<file path="src/rtl/key_schedule_ctrl.sv">
// key_schedule_ctrl: expands an AES-128 cipher key into round keys 0..NR by running one
//   shared combinational round-key step for NR cycles, and serves the keys from a bank.
// Latency: done pulses NR clocks after start is sampled; rd_data is registered (1 cycle).
// Backpressure: none; start is ignored while busy (no queuing), reads return 0 unless keys_valid.
//
// Ports:
//   clk, rst     clock; synchronous active-high reset
//   start        request expansion of key_in (sampled only in IDLE)
//   abort        (only with KEYSCHED_ABORT_EN) drop the running expansion, no done pulse
//   key_in       cipher key, [127:120] = byte 0, byte i -> row i%4, column i/4
//   busy         expansion in progress
//   done         one-cycle pulse once all NR+1 round keys are written
//   keys_valid   bank holds a complete key set (from done until next accepted start / rst)
//   rd_addr      round-key index 0..NR
//   rd_data      round key at rd_addr, registered; 0 when invalid or out of range
//
// Optional feature macro: KEYSCHED_ABORT_EN (adds the abort input).

module key_schedule_ctrl #(
  parameter int NR = 10
) (
  input  logic         clk,
  input  logic         rst,
  input  logic         start,
`ifdef KEYSCHED_ABORT_EN
  input  logic         abort,
`endif
  input  logic [127:0] key_in,
  output logic         busy,
  output logic         done,
  output logic         keys_valid,
  input  logic [3:0]   rd_addr,
  output logic [127:0] rd_data
);

  localparam logic [3:0] NR_L = 4'(NR);

  // byte matrix as the round step sees it: [row][col]
  typedef logic [0:3][0:3][7:0] kmat_t;

  typedef enum logic {IDLE, EXPAND} state_t;

  state_t       state, state_nxt;
  logic [3:0]   cnt;
  logic [7:0]   rcon;
  logic [127:0] cur;
  logic [127:0] gen_out;
  logic [127:0] bank [0:NR];
  logic         accept, step, finish;

  // ---------------------------------------------------------------------------
  // GF(2^8) helpers and S-box (multiplicative inverse followed by the affine map)
  // ---------------------------------------------------------------------------
  function automatic logic [7:0] xtime(input logic [7:0] b);
    return {b[6:0], 1'b0} ^ (b[7] ? 8'h1b : 8'h00);
  endfunction

  function automatic logic [7:0] gmul(input logic [7:0] a, input logic [7:0] b);
    logic [7:0] p;
    logic [7:0] aa;
    p  = 8'h00;
    aa = a;
    for (int i = 0; i < 8; i++) begin
      if (b[i]) p = p ^ aa;
      aa = xtime(aa);
    end
    return p;
  endfunction

  function automatic logic [7:0] sbox(input logic [7:0] x);
    logic [7:0] sq;
    logic [7:0] inv;
    // x^254 = x^-1 (and maps 0 to 0): product of x^2, x^4, ..., x^128
    sq  = gmul(x, x);
    inv = sq;
    for (int i = 0; i < 6; i++) begin
      sq  = gmul(sq, sq);
      inv = gmul(inv, sq);
    end
    return inv ^ {inv[6:0], inv[7]} ^ {inv[5:0], inv[7:6]} ^
           {inv[4:0], inv[7:5]} ^ {inv[3:0], inv[7:4]} ^ 8'h63;
  endfunction

  // ---------------------------------------------------------------------------
  // Byte order conversion between the 128-bit bus and the [row][col] matrix
  // ---------------------------------------------------------------------------
  function automatic kmat_t unpack_key(input logic [127:0] k);
    kmat_t m;
    for (int c = 0; c < 4; c++)
      for (int r = 0; r < 4; r++)
        m[r][c] = k[127 - 8*(4*c + r) -: 8];
    return m;
  endfunction

  function automatic logic [127:0] pack_key(input kmat_t m);
    logic [127:0] k;
    k = '0;
    for (int c = 0; c < 4; c++)
      for (int r = 0; r < 4; r++)
        k[127 - 8*(4*c + r) -: 8] = m[r][c];
    return k;
  endfunction

  // One round of AES-128 key expansion (roundKeyGen): column 0 takes
  // SubWord(RotWord(col 3)) ^ rcon, each later column chains off the new previous one.
  function automatic kmat_t round_key_gen(input kmat_t m, input logic [7:0] rc);
    kmat_t          o;
    logic [0:3][7:0] t;
    for (int r = 0; r < 4; r++)
      t[r] = sbox(m[(r + 1) % 4][3]);
    t[0] = t[0] ^ rc;
    for (int r = 0; r < 4; r++)
      o[r][0] = m[r][0] ^ t[r];
    for (int c = 1; c < 4; c++)
      for (int r = 0; r < 4; r++)
        o[r][c] = m[r][c] ^ o[r][c-1];
    return o;
  endfunction

  always_comb begin
    gen_out = pack_key(round_key_gen(unpack_key(cur), rcon));
  end

  // ---------------------------------------------------------------------------
  // FSM
  // ---------------------------------------------------------------------------
  always_ff @(posedge clk) begin
    if (rst) state <= IDLE;
    else     state <= state_nxt;
  end

  always_comb begin
    state_nxt = state;
    accept    = 1'b0;
    step      = 1'b0;
    finish    = 1'b0;
    case (state)
      IDLE: begin
        if (start) begin
          accept    = 1'b1;
          state_nxt = EXPAND;
        end
      end
      EXPAND: begin
`ifdef KEYSCHED_ABORT_EN
        // abort beats a coinciding final round: the run is dropped without done
        if (abort) begin
          state_nxt = IDLE;
        end else
`endif
        begin
          step = 1'b1;
          if (cnt == NR_L) begin
            finish    = 1'b1;
            state_nxt = IDLE;
          end
        end
      end
      default: state_nxt = IDLE;
    endcase
  end

  // ---------------------------------------------------------------------------
  // Datapath and outputs
  // ---------------------------------------------------------------------------
  always_ff @(posedge clk) begin
    if (rst) begin
      busy       <= 1'b0;
      done       <= 1'b0;
      keys_valid <= 1'b0;
      rd_data    <= '0;
      rcon       <= 8'h01;
      cnt        <= '0;
      cur        <= '0;
    end else begin
      busy <= (state_nxt == EXPAND);
      done <= finish;
      if (accept) begin
        cur        <= key_in;
        cnt        <= 4'd1;
        rcon       <= 8'h01;
        keys_valid <= 1'b0;
      end else if (step) begin
        cur  <= gen_out;
        cnt  <= cnt + 4'd1;
        rcon <= xtime(rcon);
      end
      if (finish) keys_valid <= 1'b1;
      // keys_valid is low for the whole run, so reads during expansion return 0
      rd_data <= (keys_valid && (rd_addr <= NR_L)) ? bank[rd_addr] : '0;
    end
  end

  // Bank has no reset; its contents only matter once keys_valid is set.
  always_ff @(posedge clk) begin
    if (!rst) begin
      if (accept)    bank[0]   <= key_in;
      else if (step) bank[cnt] <= gen_out;
    end
  end

endmodule
</file>
<file path="config.mk">
export PLATFORM = sky130hd
export DESIGN_NAME = key_schedule_ctrl
export DESIGN_NICKNAME = d
export VERILOG_FILES = /design/src/rtl/key_schedule_ctrl.sv
export SDC_FILE = /design/constraint.sdc
export NUM_CORES = 2
export LEC_CHECK = 0
export CAP_MARGIN = 40
export CORE_MARGIN = 2
export CORE_UTILIZATION = 53
export CTS_BUF_LIST = sky130_fd_sc_hd__clkbuf_16
export DETAILED_ROUTE_END_ITERATION = 6
export PLACE_DENSITY = 0.71
export SYNTH_ARGS = -nofsm -noshare
export SYNTH_HDL_FRONTEND = slang
export SYNTH_SLANG_ARGS = --single-unit
</file>
<file path="constraint.sdc">
create_clock -name clk -period 52.5 [get_ports clk]
set_input_delay 10.5 -clock clk [delete_from_list [all_inputs] [get_ports clk]]
set_output_delay 10.5 -clock clk [all_outputs]
set_load 0.01 [all_outputs]
</file>
==> qor.csv <==
metric,value,unit
post-route-cell-area,136000,sq um
first_global_vias,89800,
required,52.92,ns
cts.clk_slew.worst_paths,0.06,ns
dr.pass1.iters,6,
ant_nets,0,
io_buffers,265,
via_per_inst,6.13,
drcViolationCount,0,
clkLatencyLatePin,0.78,ns
die_h,487,um
routed_wl,366000,um
max_cap_violations,0,
yosysTopAreaCellShare,34.2,%
floorplan.die.width,487,um
n_fill_cell,18900,
status,finished clean,
endpoint,bank[1][30],
yosysTopAreaCell,edfxtp_1,
regArea,47700,sq um
grt_pass1_wl,555000,um
slowest_delay,0.86,ns
period_needed,20.16,ns
fin_nets,12200,
vias,93300,
overflow,0,
arrival,20.58,ns
core_area,232000,sq um
post-route-period-util,38.4,%
async_reset_ff_share,0,%
ctsHtreeMaxLevel,4,
crit_path_end_kind,register,
io_pins,266,
dieArea,237000,sq um
cts_max_path_buffers,3,
multi_input_area,72500,sq um
dp_hpwl,250000,um
reg2reg_from,cur[23],
post_cts_buffers,0,
cts_hold_buf,0,
root_buffer,clkbuf_16,
crit_path_top_delay_cell,o21ai_0,
fin_setup_tns,0,ns
synth_edf_count,1408,
globalplace.congestion,0.931,
whs_path_depth,2,
finalClockSkew,0.0384,ns
synthesis.area,124000,sq um
start_util,53.2,%
placed_cell_area,131000,sq um
ys_types,125,
grt_max_degree,149,
timing.rr.end,bank[1][30],
critPathKind,reg -> reg,
rsz0062_at_grt,no,
cts_sinks,1679,
cts_tree,yes,
track_usage,30.2,%
row_count,177,
routedWlPerCell,24.1,um
crit_start,cur[23],
synth-seq-area-share,38.6,%
syn_inst,11900,
yosysWarnings,0,
area_growth,10.2,%
drive_gt1_share,11.9,%
cp-start-kind,register,
tightest_slew,1.07,ns
syn_area_per_cell,10.4,sq um
syn_nets,12100,
finalSetupViolCount,0,
synth_area_leaders,"edfxtp_1 34%, xnor2_1 12%, xnor3_1 5.9%",
synth-seq-cells,1679,
cp_max_fo,27,
hold_viol,0,
r2r_setup_slack,32.34,ns
fmax,49.6,MHz
min_path_type,reg -> reg,
ctsResizeCount,0,
hold_ws,0.527,ns
synth_flop_cell,edfxtp_1,
crit_top_cell,xnor2_1,
maxSlewHeadroom,27.7,%
antenna_found_initial,38,
rr_worst_depth,55,
cts_buffers,148,
first_iter_violations,9455,
maxSlewViolCount,0,
sequential cells by signal (all words and copies together) (netlist names):
| register | count |
|---|---|
| bank | 1408 |
| cur | 128 |
| rd_data | 128 |
| rcon | 8 |
| cnt | 4 |
| busy | 1 |
| done | 1 |
| keys_valid | 1 |
cell usage after synthesis (34+ instances only):
cell type  instances
a211oi_1         343
a21oi_1          664
a22oi_1           58
a31oi_1           71
and2_1            41
and3_1            34
buf_1            108
buf_2            124
buf_4             39
clkbuf_1         539
dfxtp_1          271
edfxtp_1        1408
inv_1             74
mux2_2            95
mux2i_1          369
mux4_2           259
nand2_1         1061
nand2b_1          59
nand3_1          138
nor2_1          1511
nor2b_1          227
nor3_1           239
o211ai_1          56
o21a_1            43
o21ai_0          496
o21ai_1           53
o22ai_1          135
o32ai_1           43
or2_2             37
or3_1             40
xnor2_1         1690
xnor2_2          122
xnor3_1          322
xor2_1           495
xor2_2            37
routing by layer:
layer	share of wire (%)	track usage [%]	vias up	wire length [um]
li1	-	-	42800	-
met1	40	40.1	45800	148000
met2	48	49.4	4035	175000
met3	6.7	3.08	594	24500
met4	5.1	15.0	4	18900
met5	0.0055	0	-	20
cell usage in the layout (no fill, tap or decap), drive strengths merged, types with 44 or more instances in the layout:
| cell | n |
|---|---|
| xnor2 | 1831 |
| nor2 | 1517 |
| edfxtp | 1408 |
| nand2 | 1064 |
| a21oi | 669 |
| o21ai | 553 |
| xor2 | 536 |
| buf | 479 |
| mux2i | 369 |
| a211oi | 349 |
| xnor3 | 347 |
| dfxtp | 271 |
| mux4 | 259 |
| clkdlybuf4s50 | 259 |
| nor3 | 241 |
| nor2b | 229 |
| clkbuf | 155 |
| nand3 | 138 |
| o22ai | 135 |
| inv | 130 |
| mux2 | 101 |
| a31oi | 71 |
| a22oi | 61 |
| clkinv | 61 |
| nand2b | 60 |
| o211ai | 57 |
| or2 | 45 |
| o32ai | 44 |
| and2 | 44 |
metrics by stage:
stage               util [%]  cells  worst slack [ns]
floorplan                  -  11900             28.15
global placement        55.9  14800             32.94
detailed placement      56.5  14900             32.77
CTS                     58.6  15200             32.63
global route            58.6  15200             31.01
finish                  58.7  15200             32.34
how the worst min path moves through the flow:
stage | from | endpoint | slack [ns]
2_1_floorplan | rcon[1] | rcon[1] | 0.49
3_3_place_gp | rcon[4] | rcon[4] | 0.51
3_5_place_dp | rcon[4] | rcon[4] | 0.51
4_1_cts | rcon[4] | rcon[4] | 0.52
5_1_grt | rcon[3] | rcon[3] | 0.56
6_report | rcon[4] | rcon[4] | 0.53
layout make-up:
type,count,area share (%)
multi-input cells,9337,53.3
flip-flops and latches,1679,35.0
repair buffers,742,4.97
well taps,3043,2.80
clock buffers,152,2.79
clock inverters,120,0.789
inverters,97,0.271
diodes,32,0.0588
worst max-delay path, delay by kind of cell, from the launching register on:
family          cells  cell delay [ns]
xor+xnor           20             7.01
mux                 1             0.10
simple gates        7             2.53
flops               1             0.74
compound gates     19             6.71
fa+ha+maj           3             1.29
buf+inv             5             1.36
logic make-up after synthesis:
| logic type | count (synthesis) | synth area share (%) |
|---|---|---|
| muxes | 729 | 8.63 |
| DFF | 1679 | 38.6 |
| and+or+nand+nor | 3508 | 12.3 |
| adders and majority gates | 21 | 0.213 |
| AOI/OAI and AO/OA | 2328 | 12.0 |
| xor gates and xnor gates | 2751 | 25.2 |
| buffers and inverters | 912 | 3.05 |
Power is not shown: default switching activity piles up to over one toggle a cycle in this logic, so the estimate is an artifact.
